### config.mk
export PLATFORM = sky130hd
export DESIGN_NAME = perf_counter_responder
export DESIGN_NICKNAME = d
export VERILOG_FILES = /design/src/rtl/perf_counter_responder_pkg.sv /design/src/rtl/perf_counter_responder_counter.sv /design/src/rtl/perf_counter_responder.sv
export SDC_FILE = /design/constraint.sdc
export NUM_CORES = 1
export LEC_CHECK = 0
export CAP_MARGIN = 0
export CORE_MARGIN = 2
export CORE_UTILIZATION = 25
export CTS_CLUSTER_DIAMETER = 150
export DETAILED_ROUTE_END_ITERATION = 6
export MAX_ROUTING_LAYER = met4
export PLACE_DENSITY = 0.52
export SLEW_MARGIN = 40
export SYNTH_ARGS = -nofsm -noshare
export SYNTH_HDL_FRONTEND = slang
export SYNTH_SLANG_ARGS = --single-unit
export TNS_END_PERCENT = 20
### constraint.sdc
create_clock -name clk -period 6.58 [get_ports clk]
set_clock_uncertainty 0.05 [all_clocks]
set_input_delay 1.645 -clock clk [delete_from_list [all_inputs] [get_ports clk]]
set_output_delay 1.645 -clock clk [all_outputs]
set_load 0.005 [all_outputs]
### src/rtl/perf_counter_responder_pkg.sv
// ----------------------------------------------------------------------------
// perf_counter_responder_pkg
// Shared types and constants for the performance-counter window.
//   PERF_BASE_ADDR  : first address of the 16-entry counter window
//   perf_cnt_idx_t  : window slot index (address[3:0])
//   perf_ctrl_t     : control register layout, bit0 freeze, bit1 clear_all
//   perf_slot_idx() : maps physical counter number (0..8) to its window slot
// ----------------------------------------------------------------------------
package perf_counter_responder_pkg;

    localparam int unsigned PERF_WIDTH     = 16;
    localparam logic [15:0] PERF_BASE_ADDR = 16'hFFF0;
    localparam int          PERF_NUM_CNT   = 9;

    typedef enum logic [3:0] {
        IDX_L2_MISS = 4'h0,
        IDX_L2_HIT  = 4'h1,
        IDX_IC_MISS = 4'h2,
        IDX_IC_HIT  = 4'h3,
        IDX_DC_MISS = 4'h4,
        IDX_DC_HIT  = 4'h5,
        IDX_CTRL    = 4'hC,
        IDX_INSTR   = 4'hD,
        IDX_BRANCH  = 4'hE,
        IDX_STALL   = 4'hF
    } perf_cnt_idx_t;

    localparam logic [3:0] PERF_CTRL_IDX = IDX_CTRL;

    // Packed so that freeze lands on bit 0 and clear_all on bit 1.
    typedef struct packed {
        logic clear_all;
        logic freeze;
    } perf_ctrl_t;

    typedef enum logic {
        S_IDLE = 1'b0,
        S_RESP = 1'b1
    } perf_state_t;

    function automatic perf_cnt_idx_t perf_slot_idx(input int k);
        case (k)
            0:       return IDX_L2_MISS;
            1:       return IDX_L2_HIT;
            2:       return IDX_IC_MISS;
            3:       return IDX_IC_HIT;
            4:       return IDX_DC_MISS;
            5:       return IDX_DC_HIT;
            6:       return IDX_INSTR;
            7:       return IDX_BRANCH;
            default: return IDX_STALL;
        endcase
    endfunction

endpackage

### src/rtl/perf_counter_responder_counter.sv
// ----------------------------------------------------------------------------
// perf_counter
// One performance counter with clear, byte-lane load and increment.
// Priority: clear > load > increment (a load on the same edge drops the event).
// A load with no byte lane enabled is not a load, so the event still counts.
// Optional macro PERF_CNT_SATURATE_EN: increments stop at all-ones instead of
// wrapping; loads may still lower the value.
// Ports:
//   clk_i, rst_i    clock, synchronous active-high reset
//   clear_i         force counter to zero
//   load_i, be_i    load request and byte-lane enables ([0]=7:0, [1]=upper)
//   wdata_i         load data
//   inc_i           increment by one
//   cnt_o           current count
// ----------------------------------------------------------------------------
module perf_counter #(
    parameter int unsigned WIDTH = 16
) (
    input  logic             clk_i,
    input  logic             rst_i,
    input  logic             clear_i,
    input  logic             load_i,
    input  logic [1:0]       be_i,
    input  logic [WIDTH-1:0] wdata_i,
    input  logic             inc_i,
    output logic [WIDTH-1:0] cnt_o
);

    localparam logic [WIDTH-1:0] ONE = WIDTH'(1);

    logic [WIDTH-1:0] cnt_q;
    logic [WIDTH-1:0] cnt_d;

    always_comb begin
        cnt_d = cnt_q;
        if (clear_i) begin
            cnt_d = '0;
        end else if (load_i && (be_i != 2'b00)) begin
            if (be_i[0]) cnt_d[7:0]       = wdata_i[7:0];
            if (be_i[1]) cnt_d[WIDTH-1:8] = wdata_i[WIDTH-1:8];
        end else if (inc_i) begin
`ifdef PERF_CNT_SATURATE_EN
            if (cnt_q != '1) cnt_d = cnt_q + ONE;
`else
            cnt_d = cnt_q + ONE;
`endif
        end
    end

    always_ff @(posedge clk_i) begin
        if (rst_i) cnt_q <= '0;
        else       cnt_q <= cnt_d;
    end

    assign cnt_o = cnt_q;

endmodule

### src/rtl/perf_counter_responder.sv
// ----------------------------------------------------------------------------
// perf_counter_responder
// Memory-mapped responder for the perf counter window base_addr..base_addr+15.
// Nine event counters, a control register (bit0 freeze R/W, bit1 clear_all
// write-one self-clearing) and a two-state IDLE/RESP handshake FSM giving one
// cycle of latency. Reads return the pre-increment value and are held until
// the next read. Both mem_read and mem_write high is treated as a write.
// Optional macro PERF_CNT_SATURATE_EN (passed to perf_counter): saturate at
// 16'hFFFF instead of wrapping.
// Ports:
//   clk, reset                       clock, synchronous active-high reset
//   mem_address/read/write/wdata     CPU request, held until mem_resp
//   mem_byte_enable                  write lanes [0]=7:0, [1]=15:8
//   load_pc, is_branch               retire events
//   l2/icache/dcache hit/miss        one-cycle event pulses
//   counter_space                    mem_address falls in the window
//   mem_resp, mem_rdata              completion pulse and read data
// ----------------------------------------------------------------------------
module perf_counter_responder
    import perf_counter_responder_pkg::*;
#(
    parameter int unsigned width     = PERF_WIDTH,
    parameter logic [15:0] base_addr = PERF_BASE_ADDR
) (
    input  logic             clk,
    input  logic             reset,
    input  logic [15:0]      mem_address,
    input  logic             mem_read,
    input  logic             mem_write,
    input  logic [width-1:0] mem_wdata,
    input  logic [1:0]       mem_byte_enable,
    input  logic             load_pc,
    input  logic             is_branch,
    input  logic             l2_hit,
    input  logic             l2_miss,
    input  logic             icache_hit,
    input  logic             icache_miss,
    input  logic             dcache_hit,
    input  logic             dcache_miss,
    output logic             counter_space,
    output logic             mem_resp,
    output logic [width-1:0] mem_rdata
);

    perf_state_t      state_q;
    logic             mem_resp_q;
    logic [width-1:0] rdata_q;
    logic             freeze_q;

    logic [3:0]              idx;
    logic                    access;
    logic                    wr_acc;
    logic                    ctrl_sel;
    logic                    clear_all;
    perf_ctrl_t              ctrl_wr;
    logic [PERF_NUM_CNT-1:0] ev;
    logic [width-1:0]        cnt [PERF_NUM_CNT];
    logic [width-1:0]        rd_mux;

    assign counter_space = (mem_address >= base_addr);
    assign idx           = mem_address[3:0];
    assign access        = (state_q == S_IDLE) && counter_space && (mem_read || mem_write);
    assign wr_acc        = access && mem_write;
    assign ctrl_wr       = perf_ctrl_t'(mem_wdata[1:0]);
    assign ctrl_sel      = wr_acc && (idx == PERF_CTRL_IDX) && mem_byte_enable[0];
    assign clear_all     = ctrl_sel && ctrl_wr.clear_all;

    // Event order follows perf_slot_idx(): counter k is fed by ev[k].
    assign ev = {!load_pc, load_pc && is_branch, load_pc,
                 dcache_hit, dcache_miss, icache_hit, icache_miss, l2_hit, l2_miss};

    for (genvar k = 0; k < PERF_NUM_CNT; k++) begin : g_cnt
        perf_counter #(
            .WIDTH(width)
        ) u_cnt (
            .clk_i  (clk),
            .rst_i  (reset),
            .clear_i(clear_all),
            .load_i (wr_acc && (idx == perf_slot_idx(k))),
            .be_i   (mem_byte_enable),
            .wdata_i(mem_wdata),
            .inc_i  (ev[k] && !freeze_q),
            .cnt_o  (cnt[k])
        );
    end

    always_comb begin
        rd_mux = '0;
        for (int k = 0; k < PERF_NUM_CNT; k++) begin
            if (idx == perf_slot_idx(k)) rd_mux = cnt[k];
        end
        if (idx == PERF_CTRL_IDX) rd_mux = {{(width-1){1'b0}}, freeze_q};
    end

    always_ff @(posedge clk) begin
        if (reset) begin
            state_q    <= S_IDLE;
            mem_resp_q <= 1'b0;
            rdata_q    <= '0;
            freeze_q   <= 1'b0;
        end else begin
            case (state_q)
                S_IDLE: begin
                    if (access) begin
                        state_q    <= S_RESP;
                        mem_resp_q <= 1'b1;
                        if (!mem_write) rdata_q  <= rd_mux;
                        if (ctrl_sel)   freeze_q <= ctrl_wr.freeze;
                    end
                end
                default: begin
                    state_q    <= S_IDLE;
                    mem_resp_q <= 1'b0;
                end
            endcase
        end
    end

    assign mem_resp  = mem_resp_q;
    assign mem_rdata = rdata_q;

endmodule

==> metrics.txt, run 1 <==
Mapped Nets=1709; slowest CP cell=clkdlybuf4s50_1; startpoint class of the critical path=input pin; gr ovfl total=0; Clk Tree Root Cell=clkbuf_16; sequential power share=42.5%; cells along the critical path=clkdlybuf4s50_1 > nand4_4 > nor3_4 > clkdlybuf4s50_1; violation count after the first detailed-routing iteration=1417; routed vias=13.33k; # H-tree levels=4; min-delay worst type=register to register; # clock sinks=163; Worst path max stage delay=570 ps; Critical Path RT=4890 ps; combinational share of power=10.7%; PD cells=175.3 nW/um2; Overall Power=2.390 mW; register area share after synthesis=27.17%; largest net degree at the start of global routing=54; antenna violations before repair=2; Final Instance Area=13630 um2; ys flop type=dfxtp_1; Die ar.=49800 um2; Worst path depth=4; R2R setup slack=3600 ps; Fmax=187.4 MHz; most common cell after layout, fill and taps aside=o21ai_0; post-synthesis async set-or-reset flop share=0%; Pleak=4.353 nW; Post-synth EDFFs=0; die height=223.2 um; drt pass-1 iters=6; WS Path Type=input pin to output pin; post-synthesis register bit count=163; hold path startpoint=mem_resp; Cell Area, Synth=12010 um2; Synth cell types=76; Skew-Pair Late Insertion Delay=470 ps; drc violations=0; outcome=complete, no violations; Mapped Cells=1654; Hold Crit Endpoint=mem_resp; CP endpoint kind=output pin; Initial Util=25.26%; Post-Place Cell Area=13010 um2; layout cell share with drive strength beyond 1=8.429%; fin nets=1703; maximum clock path buffer count=2; area grow syn2layout=13.52%; sw power=0.6860 mW; switching fraction of total power=28.71%; Site Rows=80; RR Endpoint=g_cnt[8].u_cnt.cnt_o[8]; RSZ-0062 raised after global routing=no; CP delay by family, top=buffers and inverters; Avg Cell Area, Syn=7.261 um2; Yosys warning count=0; Buf/Inv on CP=2; antenna diode count=0; cts repair resizes=0; Crit Path Max Fanout=17; setup TNS=0 ps; Num CTS Buffers=17; most frequent cells in the layout=190 x o21ai_0, 163 x dfxtp_1, 161 x nand2_1; Port-buffer cells=63; WHS Path Cells=2; vias in the first global route=11.98k; max cap viols=0; Global Route Usage Sum=20.65%; Period Utilization, post-route=81.10%; total routed wirelength=50780 um; fin crit period=5336 ps; Via-to-Cell Ratio=5.859; gpl congestion=0.9424; first-pass GRT wire length=76290 um; crit path DAT=3640 ps; slew margin rel.=38.48%; Hold Buf Count CTS=0; post-route ant nets=0; DR WL/cell=22.31 um; # setup viols final=0; Peak VDD IR=0.1364 mV; Int Pwr=1.704 mW; Setup Fix Bufs, Post-CTS=0; Clk pwr share=46.8%; # IOs=64; most frequent CP cell=clkdlybuf4s50_1; Die W=223.2 um; clock transition at the registers of the reported paths=70 ps; Reg2Reg Depth=6; CTS tree=yes; HPWL after detailed placement=34750 um; setup ws final=1244 ps; core box area=47550 um2; Worst-Margin Slew=919.9 ps; reg-to-reg startpoint=state_q; Final Max Slew Viols=0; Hold Violations, Final=0; DP Worst Slack=1245 ps
-- layout make-up --
cell class | count | area, um2
clock inverter | 10 | 147.6
sequential | 163 | 3263
multi-input combinational | 1363 | 8100
fill | 5165 | 33910
tap | 615 | 769.5
inverter | 12 | 45.04
timing repair buffer | 91 | 833.3
clock buffer | 22 | 474.2
-- power by group through the flow --
stage	sequential (mW)	combinational, mW	clock, mW
after CTS	1.01	0.252	1.13
after global routing	1.02	0.269	1.17
after detailed placement	1.04	0.251	0
final	1.01	0.257	1.12
after global placement	1.04	0.250	0
after floorplan	1.03	0.144	0
-- worst max path at each step --
stage                         start             to  slack, ps
finish              mem_address[12]  counter_space       1240
global route        mem_address[12]  counter_space       1160
CTS                 mem_address[12]  counter_space       1250
detailed placement  mem_address[12]  counter_space       1250
global placement    mem_address[12]  counter_space       1270
floorplan            mem_address[5]  counter_space       2630
-- layer usage --
metal / up-vias / GRT usage [%] / routed length [um]
met2: 632 / 30.46 / 22120
met4: 0 / 8.617 / 2017
met1: 6440 / 28.28 / 22450
li1: 6160 / - / -
met5: - / - / 0
met3: 102 / 2.713 / 4196
-- synth_stat cells, types with 14 or more instances --
cell type | number | area [um2]
nand3_1 | 90 | 450.4
buf_2 | 48 | 240.2
mux2i_1 | 38 | 380.4
nor2_1 | 155 | 581.8
and4_1 | 15 | 131.4
nand3b_1 | 15 | 112.6
o31ai_1 | 18 | 135.1
nand2b_1 | 15 | 93.84
and3_1 | 68 | 425.4
o21ai_0 | 192 | 960.9
o21a_1 | 17 | 127.6
nor4_1 | 30 | 187.7
a221oi_1 | 15 | 131.4
a21o_1 | 25 | 187.7
clkbuf_1 | 41 | 153.9
nand2_1 | 161 | 604.3
a211oi_1 | 18 | 135.1
nor3_1 | 45 | 225.2
a31oi_1 | 21 | 131.4
dfxtp_1 | 163 | 3263
a21oi_1 | 154 | 770.7
buf_6 | 14 | 157.7
o22ai_1 | 19 | 118.9
nand4_1 | 20 | 125.1
and2_1 | 33 | 206.5
or3_1 | 21 | 131.4
-- flip-flops by register name, indices dropped and copies added (netlist names) --
name,cells
freeze_q,1
g_cnt.u_cnt.cnt_o,144
mem_rdata,16
mem_resp,1
state_q,1
-- stage by stage --
| stage | instances | hold slack [ps] | util [%] |
|---|---|---|---|
| after floorplan | 1654 | 398.2 | - |
| after global placement | 2243 | 401.9 | 27.37 |
| after detailed placement | 2244 | 393.5 | 27.36 |
| after CTS | 2276 | 407.6 | 28.67 |
| after global routing | 2276 | 431.9 | 28.67 |
| final | 2276 | 406.1 | 28.67 |
-- cells by family after synthesis --
group | Yosys count | share of synthesized area (%)
simple gates | 740 | 33.43
flops | 163 | 27.17
compound gates | 567 | 28.76
mux | 47 | 4.011
fa+ha+maj | 9 | 0.9377
buf+inv | 128 | 5.689
-- worst reg2reg max path, delay by kind of cell (launching register included) --
family	cells	cell delay, ps
AND/OR/NAND/NOR	4	2150
AO/OA/AOI/OAI	2	330
flip-flops	1	370
Note: power is estimated with default switching activity, not from simulation.
==> run 2, diff against run 1 <==
Settings changed: PLACE_DENSITY 0.52 to 0.53.
Clock period 6.58 ns to 4.88 ns, I/O delays scaled along.
==> run 2 against run 1 <==
Compared with the run above:
- combinational power increased by 38%
- critical path type unchanged
- worst hold slack better by 3.5 ps
- via count is 1.4% higher
- largest cell class unchanged
- sequential power up 36%
- flip-flop and latch count stayed put
- cell count rose by 1.1%
- critical path depth is the same
==> metrics.txt, run 2 (same netlist as run 1, synthesis figures left out) <==
PD cells=226.4 nW/um2 (+29%); Setup Fix Bufs, Post-CTS=0 (unchanged); WS Path Type=input pin to output pin; RSZ-0062 raised after global routing=no; CTS tree=yes; setup ws final=786.2 ps (-457.7 ps); HPWL after detailed placement=36490 um (+5.0%); Global Route Usage Sum=21.23% (+0.58 points); Num CTS Buffers=17 (unchanged); Worst-Margin Slew=879.2 ps (-40.65 ps); sequential power share=44.0% (+1.5 points); most frequent cells in the layout=192 x o21ai_0, 163 x dfxtp_1, 161 x nand2_1; Fmax=244.3 MHz; Critical Path Start=mem_address[5]; total routed wirelength=52020 um (+2.4%); most common cell after layout, fill and taps aside=o21ai_0; combinational share of power=11.4% (+0.7 points); largest net degree at the start of global routing=78 (+44%); Clk pwr share=44.7% (-2.1 points); drc violations=0 (unchanged); worst setup path end=counter_space; Reg2Reg Depth=6 (unchanged); DR WL/cell=22.60 um (+1.3%); antenna violations before repair=3 (+1); Hold Violations, Final=0 (unchanged); Hold Buf Count CTS=0 (unchanged); area grow syn2layout=14.46%; cts repair resizes=0 (unchanged); RR Endpoint=g_cnt[8].u_cnt.cnt_o[13]; area of the multi-input gates=8088 um2 (-0.15%); # H-tree levels=4 (unchanged); max reg flops=144 (unchanged); first-pass GRT wire length=78470 um (+2.9%); Final Max Slew Viols=0 (unchanged); Initial Util=25.26% (unchanged); Post-Place Cell Area=13170 um2 (+1.3%); Critical Path RT=3610 ps (-1280 ps); post-route ant nets=0 (unchanged); Fillers=5112 (-1.0%); crit path DAT=2820 ps (-820 ps); # IOs=64 (unchanged); # setup viols final=0 (unchanged); clock transition at the registers of the reported paths=80 ps (about the same); Peak VDD IR=0.2043 mV (+50%); switching fraction of total power=29.69% (+0.98 points); vias in the first global route=12.40k (+3.5%); routed vias=13.53k (+1.4%); fin crit period=4094 ps; # clock sinks=163 (unchanged); die height=223.2 um (unchanged); Int Pwr=2.188 mW (+28%); Clk Tree Root Cell=clkbuf_16; gpl congestion=0.9726 (+3.2%); fin nets=1727 (+1.4%); gr ovfl total=0 (unchanged); setup TNS=0 ps (unchanged); R2R setup slack=2200 ps (-1400 ps); DP Worst Slack=722.3 ps (-523.0 ps); Period Utilization, post-route=83.89%; dpl cells=2268 (+1.1%); reg-to-reg startpoint=state_q; outcome=complete, no violations; drt pass-1 iters=7 (+1); startpoint class of the critical path=input pin; Pleak=4.457 nW (+2.4%); Final Instance Area=13750 um2 (+0.83%); core box area=47550 um2 (unchanged); Storage cell area=3263 um2 (unchanged); Port-buffer cells=63 (unchanged); Die ar.=49800 um2 (unchanged); Via-to-Cell Ratio=5.875 (+0.29%); Crit Path Max Fanout=9 (-8); slew margin rel.=40.76% (+2.3 points); fin cells=2302 (+1.1%); violation count after the first detailed-routing iteration=1535 (+8.3%); Site Rows=80 (unchanged); max cap viols=0 (unchanged); Skew-Pair Late Insertion Delay=460 ps (about the same); min-delay worst type=register to register; Die W=223.2 um (unchanged); layout cell share with drive strength beyond 1=10.03% (+1.6 points); CP endpoint kind=output pin; maximum clock path buffer count=2 (unchanged); sw power=0.9238 mW (+35%)
[run 2: power by group through the flow]
stage | clock network (mW) | logic [mW] | registers (mW)
floorplan | 0 | 0.194 | 1.39
CTS | 1.41 | 0.348 | 1.37
global placement | 0 | 0.345 | 1.40
global route | 1.46 | 0.374 | 1.37
detailed placement | 0 | 0.347 | 1.40
finish | 1.39 | 0.354 | 1.37
[run 2: final cells by class]
class,count,share of cell area (%)
tap,615,5.598
antenna,2,0.03641
clock buffer,19,3.295
clock inverter,13,0.9011
inverter,12,0.3277
sequential,163,23.74
multi-input combinational,1363,58.84
timing repair buffer,115,7.264
[run 2: metrics by stage]
step                power [mW]  utilization, %  hold WS, ps
floorplan                1.583               -        398.2
global placement         1.743           27.79        398.4
detailed placement       1.745           27.71        398.0
CTS                      3.122           28.92        409.1
global route             3.200           28.91        442.9
finish                   3.111           28.91        409.6
[run 2: worst min path at each step]
stage	startpoint	slack (ps)	cells past startpoint	end
CTS	mem_rdata[14]	410	2	mem_rdata[14]
floorplan	mem_rdata[14]	400	2	mem_rdata[14]
global route	mem_rdata[14]	440	2	mem_rdata[14]
finish	mem_rdata[14]	410	2	mem_rdata[14]
detailed placement	mem_rdata[14]	400	2	mem_rdata[14]
global placement	mem_rdata[14]	400	2	mem_rdata[14]
[run 2: layer usage]
| metal | vias up | GRT usage (%) | part of all wire (%) |
|---|---|---|---|
| met4 | 0 | 7.556 | 3.2 |
| met5 | - | - | 0 |
| li1 | 6212 | - | - |
| met2 | 654 | 31.99 | 45 |
| met1 | 6559 | 28.13 | 43 |
| met3 | 100 | 4.267 | 9.4 |
[run 2: worst max-delay path, stage by stage]
cell and delay, ps:
clkdlybuf4s50_1 520, nand4_4 280, nor3_4 270, clkdlybuf4s50_1 530
